## config.mk

```make
export PLATFORM = sky130hd
export DESIGN_NAME = mc_ctrl_fsm
export DESIGN_NICKNAME = d
export VERILOG_FILES = /design/src/rtl/mips_defs.sv /design/src/rtl/mc_ctrl_fsm.sv
export SDC_FILE = /design/constraint.sdc
export NUM_CORES = 1
export LEC_CHECK = 0
export ABC_AREA = 1
export CAP_MARGIN = 10
export CELL_PAD_IN_SITES_DETAIL_PLACEMENT = 2
export CELL_PAD_IN_SITES_GLOBAL_PLACEMENT = 2
export CORE_MARGIN = 1.5
export CORE_UTILIZATION = 16
export CTS_CLUSTER_DIAMETER = 30
export DETAILED_ROUTE_END_ITERATION = 8
export PLACE_DENSITY_LB_ADDON = 0.1
export SLEW_MARGIN = 30
export SYNTH_ARGS = -nofsm -noshare
export SYNTH_HDL_FRONTEND = slang
export SYNTH_SLANG_ARGS = --single-unit
```

## constraint.sdc

```tcl
create_clock -name clk_i -period 1.6 [get_ports clk_i]
set_input_delay 0.32 -clock clk_i [delete_from_list [all_inputs] [get_ports clk_i]]
set_output_delay 0.32 -clock clk_i [all_outputs]
set_load 0.005 [all_outputs]
```

## src/rtl/mips_defs.sv

```systemverilog
// mips_defs: shared MIPS opcode, funct, ALU-control and control-FSM state encodings
package mips_defs;
  localparam logic [5:0] OP6_RTYPE = 6'b000000;
  localparam logic [5:0] OP6_LW    = 6'b100011;
  localparam logic [5:0] OP6_SW    = 6'b101011;
  localparam logic [5:0] OP6_BEQ   = 6'b000100;
  localparam logic [5:0] OP6_ADDI  = 6'b001000;
  localparam logic [5:0] OP6_J     = 6'b000010;
  localparam logic [5:0] FUNCT6_ADD  = 6'b100000;
  localparam logic [5:0] FUNCT6_SUB  = 6'b100010;
  localparam logic [5:0] FUNCT6_AND  = 6'b100100;
  localparam logic [5:0] FUNCT6_OR   = 6'b100101;
  localparam logic [5:0] FUNCT6_SLT  = 6'b101010;
  localparam logic [5:0] FUNCT6_NONE = 6'b111111;
  localparam logic [1:0] ALU_ADD_ALT = 2'b00;
  localparam logic [1:0] ALU_SUB_ALT = 2'b01;
  typedef enum logic [3:0] {
    S_FETCH  = 4'd0,
    S_DECODE = 4'd1,
    S_MEMADR = 4'd2,
    S_MEMRD  = 4'd3,
    S_MEMWB  = 4'd4,
    S_MEMWR  = 4'd5,
    S_RTEXEC = 4'd6,
    S_ALUWB  = 4'd7,
    S_BEQEX  = 4'd8,
    S_ADDIEX = 4'd9,
    S_ADDIWB = 4'd10,
    S_JUMP   = 4'd11
  } state_t;
endpackage

```

## src/rtl/mc_ctrl_fsm.sv

```systemverilog
// mc_ctrl_fsm: multicycle MIPS control FSM driving datapath selects, write enables and ALU control.
// Inputs: clk_i, rst_i (async, active high), op_i6/funct_i6 from IR, zero_i from ALU, mem_ready_i handshake.
// Outputs: datapath enables/selects, alu_funct_o6/alu_alt_o2 to the ALU, sticky illegal_o, debug state_o4.
module mc_ctrl_fsm
  import mips_defs::*;
(
  input  logic       clk_i,
  input  logic       rst_i,
  input  logic [5:0] op_i6,
  input  logic [5:0] funct_i6,
  input  logic       zero_i,
  input  logic       mem_ready_i,
  output logic       pc_en_o,
  output logic       ir_wr_o,
  output logic       i_or_d_o,
  output logic       mem_wr_o,
  output logic       reg_dst_o,
  output logic       mem_to_reg_o,
  output logic       reg_wr_o,
  output logic       alu_src_a_o,
  output logic [1:0] alu_src_b_o2,
  output logic [1:0] pc_src_o2,
  output logic [5:0] alu_funct_o6,
  output logic [1:0] alu_alt_o2,
  output logic       illegal_o,
  output logic [3:0] state_o4
);
  state_t state, next;
  logic   bad_op;
  assign bad_op = !(op_i6 inside {OP6_LW, OP6_SW, OP6_RTYPE, OP6_BEQ, OP6_ADDI, OP6_J});
  assign state_o4 = state;
  always_ff @(posedge clk_i or posedge rst_i) begin
    if (rst_i) begin
      state     <= S_FETCH;
      illegal_o <= 1'b0;
    end else begin
      state <= next;
      if (state == S_DECODE && bad_op) illegal_o <= 1'b1;
    end
  end
  always_comb begin
    next = S_FETCH;
    case (state)
      S_FETCH:  next = mem_ready_i ? S_DECODE : S_FETCH;
      S_DECODE: case (op_i6)
        OP6_LW, OP6_SW: next = S_MEMADR;
        OP6_RTYPE:      next = S_RTEXEC;
        OP6_BEQ:        next = S_BEQEX;
        OP6_ADDI:       next = S_ADDIEX;
        OP6_J:          next = S_JUMP;
        default:        next = S_FETCH;
      endcase
      S_MEMADR: next = (op_i6 == OP6_LW) ? S_MEMRD : S_MEMWR;
      S_MEMRD:  next = mem_ready_i ? S_MEMWB : S_MEMRD;
      S_MEMWR:  next = mem_ready_i ? S_FETCH : S_MEMWR;
      S_RTEXEC: next = S_ALUWB;
      S_ADDIEX: next = S_ADDIWB;
      default:  next = S_FETCH;
    endcase
  end
  always_comb begin
    pc_en_o      = 1'b0;
    ir_wr_o      = 1'b0;
    i_or_d_o     = 1'b0;
    mem_wr_o     = 1'b0;
    reg_dst_o    = 1'b0;
    mem_to_reg_o = 1'b0;
    reg_wr_o     = 1'b0;
    alu_src_a_o  = 1'b0;
    alu_src_b_o2 = 2'b00;
    pc_src_o2    = 2'b00;
    alu_funct_o6 = FUNCT6_NONE;
    alu_alt_o2   = ALU_ADD_ALT;
    case (state)
      S_FETCH: begin
        alu_src_b_o2 = 2'b01;
        ir_wr_o      = mem_ready_i;
        pc_en_o      = mem_ready_i;
      end
      S_DECODE: alu_src_b_o2 = 2'b11;
      S_MEMADR: begin
        alu_src_a_o  = 1'b1;
        alu_src_b_o2 = 2'b10;
      end
      S_MEMRD: i_or_d_o = 1'b1;
      S_MEMWB: begin
        mem_to_reg_o = 1'b1;
        reg_wr_o     = 1'b1;
      end
      S_MEMWR: begin
        i_or_d_o = 1'b1;
        mem_wr_o = 1'b1;
      end
      S_RTEXEC: begin
        alu_src_a_o  = 1'b1;
        alu_funct_o6 = funct_i6;
      end
      S_ALUWB: begin
        reg_dst_o = 1'b1;
        reg_wr_o  = 1'b1;
      end
      S_BEQEX: begin
        alu_src_a_o = 1'b1;
        alu_alt_o2  = ALU_SUB_ALT;
        pc_src_o2   = 2'b01;
        pc_en_o     = zero_i;
      end
      S_ADDIEX: begin
        alu_src_a_o  = 1'b1;
        alu_src_b_o2 = 2'b10;
      end
      S_ADDIWB: reg_wr_o = 1'b1;
      S_JUMP: begin
        pc_src_o2 = 2'b10;
        pc_en_o   = 1'b1;
      end
      default: ;
    endcase
    // reset must silence every write enable even though FETCH would follow mem_ready_i
    if (rst_i) begin
      pc_en_o  = 1'b0;
      ir_wr_o  = 1'b0;
      mem_wr_o = 1'b0;
      reg_wr_o = 1'b0;
    end
  end
endmodule

```

==> results of run 1 <==
[per-stage QoR]
stage / cell area [sq um] / hold WS [ns] / cells
after global placement: 1251 / 0.4515 / 219
after floorplan: 620.6 / 0.1126 / 108
after detailed placement: 1251 / 0.4693 / 219
final: 1373 / 0.4783 / 235
after CTS: 1331 / 0.4813 / 230
after global routing: 1373 / 0.5049 / 235
[worst max-delay path by stage]
stage	startpoint	to	slack (ns)	depth (start not counted)
after global routing	state_o4[0]	pc_en_o	-0.23	9
after global placement	mem_ready_i	pc_en_o	-0.33	6
final	state_o4[0]	pc_en_o	-0.11	9
after CTS	state_o4[1]	alu_src_a_o	-0.18	8
after detailed placement	mem_ready_i	pc_en_o	-0.36	6
after floorplan	state_o4[0]	pc_en_o	0.24	7
[where the power goes]
| part | internal, mW | switching, mW |
|---|---|---|
| Combinational | 0.290 | 0.257 |
| Sequential | 0.141 | 0.0144 |
| Clock | 0.171 | 0.0635 |
[state kept, by name, indices dropped and copies added, names as in the netlist]
register,cells
state_o4,4
illegal_o,1
[per-layer routing]
| metal | track usage | routed length (microns) | vias up |
|---|---|---|---|
| met5 | 0 | 0 | - |
| met2 | 0.2577 | 1618 | 17 |
| met3 | 0.01541 | 75 | 5 |
| met4 | 0.07031 | 55 | 0 |
| li1 | - | - | 482 |
| met1 | 0.1587 | 1204 | 446 |
[cell families (layout without fill, tap and decap cells)]
logic type,Yosys count,count (layout),synth area share
AND/OR/NAND/NOR,71,71,0.5847
flip-flops,5,5,0.2016
other,1,1,0.006043
AO/OA/AOI/OAI,6,6,0.05040
buffers and inverters,25,104,0.1573
[cells in the mapped netlist]
cell,instances
or2_1,6
nand2_1,24
dfrtp_1,5
nand3_1,11
o21ai_0,4
nand2_4,1
nand4_1,3
conb_1,1
o22ai_1,1
buf_4,1
nor2_2,1
nor2_4,5
inv_1,18
a21oi_1,1
nand3b_1,2
inv_2,6
nor2_1,16
nand2_2,2
[area by class of cell]
class                      count  share of cell area
timing repair buffer          76              0.4385
tap                           48             0.04376
clock buffer                   4             0.03282
sequential                     5             0.09298
multi-input combinational     78              0.3209
inverter                      24             0.07110
[worst max-delay path, cell delays in order (launching register included)]
cell,delay (ns)
dfrtp_1,0.39
nor2_1,0.15
buf_4,0.16
inv_4,0.04
nor2_4,0.11
nand2_1,0.06
nand3_1,0.06
nand2_1,0.05
inv_1,0.05
buf_2,0.10
[repair_timing]
| item | in CTS | in global routing |
|---|---|---|
| setup endpoints to repair | 20 | 20 |
| setup buffers | 7 | 7 |
| endpoints found under the hold margin | 0 | 0 |
| pin swaps | 9 | 9 |
| cloned | 0 | 0 |
| resized for setup | 72 | 25 |
| hold buffers | 0 | 0 |
==> results.toml, run 1 <==
[floorplan]
die_h_microns = 65.28
num_io_pins = 41
fp.coreArea_sq_um = 3689
die_x_microns = 65.28
start_util = 0.1682
design.die.area_sq_um = 4261
rows = 22

[grt]
antenna_found_initial = 0
grt_overflow_total = 0
grt_max_degree = 8
grt_pass1_vias = 957
track_usage = 0.1402
grt_pass1_wl_mm = 4.526

[final_layout]
fin_nets = 204
syn_to_final_growth_pct = 121.2
register_area_sq_um = 127.6
multi_input_comb_area_sq_um = 440.4
final_cell_mix = "buf_4, nand2_1, clkdlybuf4s50_1, nor2_1, inv_1"
drive_gt1_frac = 0.4652
nFillCells = 456
antenna_cells = 0
finish.utilization = 0.3721
layout_commonest_cell = "buf_4"

[timing]
grt_setup_unrepaired = "yes"
period_share = 1.068
finalSetupViolCount = 13
tns_ns = -0.7076
slew_viol_final = 0
fin_ws_ns = -0.1093
hold_viol_final = 0
finClkSkew_ns = 0.001714
fmaxAchievable_mhz = 585.0
min_period_ns = 1.709

[clock_tree]
cts_tree = "built"
htreeDepth = 1
cts_root_buf = "clkbuf_8"
numClockSinks = 5
clockBufferDepth = 2
cts_buffers = 3
clk_latency_ns = 0.22
clk_pin_slew_worst_paths_ns = 0.03

[power_and_ir_drop]
finalPower_mw = 0.9376
max-vdd-ir-drop_uv = 387.7
p_leak_nw = 0.7770
p_per_area_nw_per_um2 = 683.1

[drt]
vias_per_cell = 4.043
drcViolationCount = 0
drtPass1Iterations = 2
drtAntennaViolNets = 0
drt-total-wl_mm = 2.953
vias = 950
drt_iter0_markers = 23
wl_per_cell_microns = 12.57

[yosys]
ys_seq_area_frac = 0.2016
synth_seq_cells = 5
postSynthCellCount = 108
synth_top_cell_by_area = "dfrtp_1"
ys.warnings.count = 0
ys_top_cells_by_area = "dfrtp_1, nand2_1, inv_1"
syn_avg_cell_area_sq_um = 5.746
netlist_area_sq_um = 620.6
yosys.area.top_type_share = 0.2016
synth_cell_types = 18
postSynthNetCount = 124

[status]
violations = "setup timing"
outcome = "finished with violations"

[worst_setup_path]
cp_data_arrival_time_ns = 1.39
worstPathRequired_ns = 1.28
r2r_start = "state_o4[0]"
path_max_fanout = 3
reg2reg_slack_ns = 0.14
worst_setup_path_start_kind = "flop"
cp-end-kind = "output port"
path_class = "reg -> out"
regToRegEndpoint = "state_o4[2]"
reg2reg_depth = 10

[min_path]
min_to = "illegal_o"
min_from = "illegal_o"
min_path_type = "reg -> reg"
hold_path_depth = 2

[placement]
gp_congestion = 0.7399
port_buffers = 39
dpl.hpwl_mm = 2.284
place_ws_ns = -0.3628

[run]
max_cap_violations = 0
Power figures use the tool's default switching activity.
==> run 2, diff against run 1 <==
--- a/config.mk
+++ b/config.mk
@@ -14,5 +14,5 @@
 export CTS_CLUSTER_DIAMETER = 30
 export DETAILED_ROUTE_END_ITERATION = 8
-export PLACE_DENSITY_LB_ADDON = 0.1
+export PLACE_DENSITY_LB_ADDON = 0.25
 export SLEW_MARGIN = 30
 export SYNTH_ARGS = -nofsm -noshare
==> constraint.sdc (replaced) <==
create_clock -name clk_i -period 1.6 [get_ports clk_i]
set_input_delay 0.32 -clock clk_i [delete_from_list [all_inputs] [get_ports clk_i]]
set_output_delay 0.32 -clock clk_i [all_outputs]
set_load 0.05 [all_outputs]
==> run 2 against run 1 <==
Against the previous run: the flow still finishes with violations (setup timing); register-to-register slack better by 0.08 ns; flip-flop and latch count stayed put; non-clock buffer count shrank 15; sequential power up 14%; cell area is 18% higher; count of clock-buffer cells in the layout is the same; combinational power up 54%; sequential share of layout area fell by 1.2 points; critical endpoint unchanged; largest cell class unchanged.
==> results.toml, run 2 (synthesis results as in run 1) <==
[power_and_ir_drop]
max-vdd-ir-drop_uv = 263.4
p_leak_nw = 0.7898
p_per_area_nw_per_um2 = 776.6
finalPower_mw = 1.255

[worst_setup_path]
cp_data_arrival_time_ns = 1.48
reg2reg_depth = 8
cp-end-kind = "output port"
worstPathRequired_ns = 1.28
path_class = "reg -> out"
path_max_fanout = 3
worst_setup_path_start_kind = "flop"

[status]
violations = "setup timing"
outcome = "finished with violations"

[drt]
vias = 948
drt-total-wl_mm = 3.590
drtAntennaViolNets = 0
drt_iter0_markers = 27
drtPass1Iterations = 4
vias_per_cell = 4.309
wl_per_cell_microns = 16.32
drcViolationCount = 0

[final_layout]
nFillCells = 404
finish.utilization = 0.4383
layout_commonest_cell = "nand2_1"
antenna_cells = 0
largest_register_ff_count = 4
design_area_sq_um = 1617
fin_nets = 189
syn_to_final_growth_pct = 160.5
multi_input_comb_area_sq_um = 509.2
register_area_sq_um = 130.1
final_cell_mix = "nand2_1, buf_12, buf_4, clkdlybuf4s50_1, inv_1"
drive_gt1_frac = 0.5407

[floorplan]
die_x_microns = 65.28
design.die.area_sq_um = 4261
fp.coreArea_sq_um = 3689
num_io_pins = 41
die_h_microns = 65.28
rows = 22
start_util = 0.1682

[clock_tree]
clk_latency_ns = 0.22
numClockSinks = 5
clockBufferDepth = 2
cts_tree = "built"
cts.hold.buffers_added = 0
cts_root_buf = "clkbuf_8"
clk_pin_slew_worst_paths_ns = 0.04
htreeDepth = 1
cts_buffers = 3

[run]
max_cap_violations = 0

[timing]
period_share = 1.125
slew_viol_final = 0
whs_ns = 0.5322
finClkSkew_ns = 0.002400
fin_ws_ns = -0.2008
grt_setup_unrepaired = "yes"
fmaxAchievable_mhz = 555.3
finalSetupViolCount = 17
hold_viol_final = 0
min_period_ns = 1.801

[min_path]
hold_path_depth = 2
min_path_type = "reg -> reg"

[grt]
grt_pass1_vias = 1059
track_usage = 0.1685
grt_max_degree = 8
grt_pass1_wl_mm = 5.375
grt_overflow_total = 0
antenna_found_initial = 0

[placement]
gp_congestion = 0.7275
port_buffers = 39
place_ws_ns = -0.05671
post_dp_cell_area_sq_um = 1391
dpl.hpwl_mm = 2.420
-- run 2: timing repair --
action | 4_1_cts | 5_1_grt
pin swaps | 3 | 4
setup endpoints to repair | 16 | 19
hold endpoints to repair | 0 | 0
buffers inserted | 5 | 4
resized for setup | 25 | 6
-- run 2: area by class of cell --
| class | count | area share |
|---|---|---|
| tap | 48 | 0.03715 |
| clock buffer | 4 | 0.02786 |
| sequential | 5 | 0.08050 |
| timing repair buffer | 61 | 0.4745 |
| inverter | 24 | 0.06502 |
| multi-input combinational | 78 | 0.3150 |
-- run 2: worst max-delay path, stage by stage, from the launching register on --
cell and delay, ns:
dfrtp_2 0.44, inv_4 0.08, nor2_4 0.13, inv_2 0.08, nor2_4 0.11, nand2_2 0.06
nand3_2 0.06, nand2_2 0.07, clkinvlp_4 0.09, buf_12 0.13
-- run 2: worst paths after layout --
kind | from | to | slack [ns]
min in group asynchronous | rst_i | state_o4[3] | 0.58
max in group asynchronous | rst_i | state_o4[1] | 0.89
max | state_o4[3] | pc_en_o | -0.20
min | illegal_o | illegal_o | 0.53
min reg2reg | illegal_o | illegal_o | 0.53
max reg2reg | state_o4[2] | state_o4[0] | 0.22
-- run 2: layer usage --
metal | wire length (microns) | global-route usage
met5 | 0 | 0
met2 | 2146 | 0.3571
met4 | 52 | 0.06250
met3 | 64 | 0
met1 | 1326 | 0.1721
-- run 2: stage by stage --
stage | TNS, ns | instances
global placement | -0.008403 | 208
global route | -2.565 | 220
floorplan | -1.123 | 108
CTS | -1.245 | 217
finish | -1.948 | 220
detailed placement | -0.1373 | 208
-- run 2: report_power, final --
group          leakage, nW  total, mW  internal, mW  switching, mW
combinational        0.710      0.840         0.389          0.451
sequential          0.0567      0.178         0.143         0.0345
clock               0.0228      0.238         0.171         0.0665
total                0.790       1.26         0.704          0.552
==> variant, RTL diff (config.mk and constraints of run 2) <==
Make the reset (`rst_i`) synchronous in one clocked block. Comments in the files are not updated.
--- a/src/rtl/mc_ctrl_fsm.sv
+++ b/src/rtl/mc_ctrl_fsm.sv
@@ -30,5 +30,5 @@
   assign bad_op = !(op_i6 inside {OP6_LW, OP6_SW, OP6_RTYPE, OP6_BEQ, OP6_ADDI, OP6_J});
   assign state_o4 = state;
-  always_ff @(posedge clk_i or posedge rst_i) begin
+  always_ff @(posedge clk_i) begin
     if (rst_i) begin
       state     <= S_FETCH;
Behaviour: differs if rst_i is asserted again (counterexample within 4 cycles, from zero or initial values and one cycle with rst_i high); with rst_i held inactive, the same outputs for 10 cycles.
==> variant against run 2 <==
- the flow still finishes with violations (setup timing)
- critical endpoint unchanged
- routed wire length up 1.2%
- cell area is 1.9% higher
- worst setup slack gained 0.13 ns
- critical path type unchanged
- critical path depth decreased by 3
- synthesized area decreased by 4.8%
- sequential cell count did not move
Power is not compared: it rests on default switching activity, and its combinational part moved more than twofold at a synthesized area within 25%.
==> variant: results (changes against run 2) <==
[grt]
grt.total_usage_pct = 17.9  ; was 16.9%
grt_antenna_before_repair = 0  ; unchanged
grt_pass1_wl_mm = 5.52  ; was 5.38 mm
grt_pass1_vias = 1072  ; was 1,059
grt_max_degree = 8  ; unchanged

[clocking]
cts_root_buf = clkbuf_8  ; unchanged
clk-insertion-delay-late_ns = 0.22  ; about the same
cts_buffers = 3  ; unchanged
htree_levels = 1  ; unchanged
cts_max_path_buffers = 2  ; unchanged
path_clk_slew_ns = 0.04  ; about the same

[final_layout]
n_fill_cell = 367  ; was 404
largest_reg_flops = 4  ; unchanged
n_antenna_cell = 0  ; unchanged
layout.nets = 191  ; was 189
layout-drive-gt1-share_pct = 56.3  ; was 54.1%

[placement]
preCtsSetupSlack_ns = -0.100  ; was -0.0567 ns
gp_congestion = 0.770  ; was 0.728
portBuffers = 39  ; unchanged
dp_hpwl_mm = 2.49  ; was 2.42 mm

[hold_path]
hp-class = flip-flop to flip-flop  ; unchanged

[routing]
vias = 947  ; was 948
drt_first_pass_iters = 4  ; unchanged
drtIter0Drc = 11  ; was 27
wl_per_cell_microns = 16.5  ; was 16.3 microns

[synth]
ys_seq_area_share_pct = 16.9  ; was 20.2%
synth_cell_types = 21  ; was 18
synth_area_leaders = dfxtp_1 17%, inv_1 14%, nor2_1 14%  ; was dfrtp_1 20%, nand2_1 15%, inv_1 11%
ys_async_sr_fraction_pct = 0  ; was 100%
synth_ff_type = dfxtp_1  ; was dfrtp_1
synthTopCellsByCount = 22 x inv_1, 22 x nor2_1, 17 x nand2_1  ; was 24 x nand2_1, 18 x inv_1, 16 x nor2_1
synth_fp_nets = 127  ; was 124
ys_warn_count = 0  ; unchanged

[sta]
setup_viol = 13  ; was 17
fin_ws_ns = -0.0754  ; was -0.201 ns
fin_worst_skew_ns = 0.00335  ; was 0.00240 ns
setup-tns-final_ns = -0.612  ; was -1.95 ns

[critical_path]
path_max_fanout = 6  ; was 3
arrival_ns = 1.36  ; was 1.48 ns

[status]
status = finished with violations  ; unchanged
violations = setup timing  ; unchanged

[power]
leakagePower_nw = 0.778
vdd_drop_max_mv = 0.225

## variant: final timing paths
path                          start                     end  slack [ns]  depth (start not counted)
max          state_o4[0]$_SDFF_PP0_                 pc_en_o       -0.08                          6
min          illegal_o$_SDFFE_PP0P_  illegal_o$_SDFFE_PP0P_        0.48                          2
max reg2reg  state_o4[3]$_SDFF_PP0_  state_o4[1]$_SDFF_PP0_        0.17                          7
min reg2reg  illegal_o$_SDFFE_PP0P_  illegal_o$_SDFFE_PP0P_        0.48                          2
## variant: cell families after synthesis
kind of cell    share of synthesized area, %
simple gates                            51.7
buf+inv                                 19.1
compound gates                          11.7
flops                                   16.9
other cells                            0.635
## variant: cell type report
class                      count  area, sq um  area share, %
clock buffer                   4         45.0           2.73
inverter                      24          103           6.23
multi-input combinational     79          527           32.0
sequential                     5          115           6.99
tap                           46         57.6           3.49
timing repair buffer          62          801           48.6
## variant: what timing repair did
action | 4_1_cts | 5_1_grt
endpoints found under the setup margin | 15 | 17
buffers inserted | 12 | 3
pin swaps | 8 | 4
gates resized for setup | 29 | 17
## variant: report_power, final
group / leakage (nW) / internal, W / total, W / switching, W
logic: 0.711 / 0.000102 / 0.000219 / 0.000117
clock network: 0.0228 / 0.000171 / 0.000236 / 0.0000644
registers: 0.0438 / 0.000125 / 0.000132 / 0.00000763
## variant: per-layer routing
metal	global-route usage (%)	vias to the layer above	wire length, microns
met5	0	-	0
met4	7.34	0	153
met3	1.94	10	100
met2	35.3	28	2090
met1	19.1	446	1290
li1	-	463	-
## variant: stage by stage
stage	cells	cell area (sq um)
floorplan	111	637
global placement	201	1350
detailed placement	201	1350
CTS	217	1570
global route	220	1650
finish	220	1650
## variant: worst max-delay path, stage by stage, from the launching register on
cell     delay [ns]
dfxtp_4        0.37
nor2_2         0.21
nand3_2        0.16
o21ai_2        0.11
o21ai_2        0.08
inv_2          0.07
buf_12         0.13
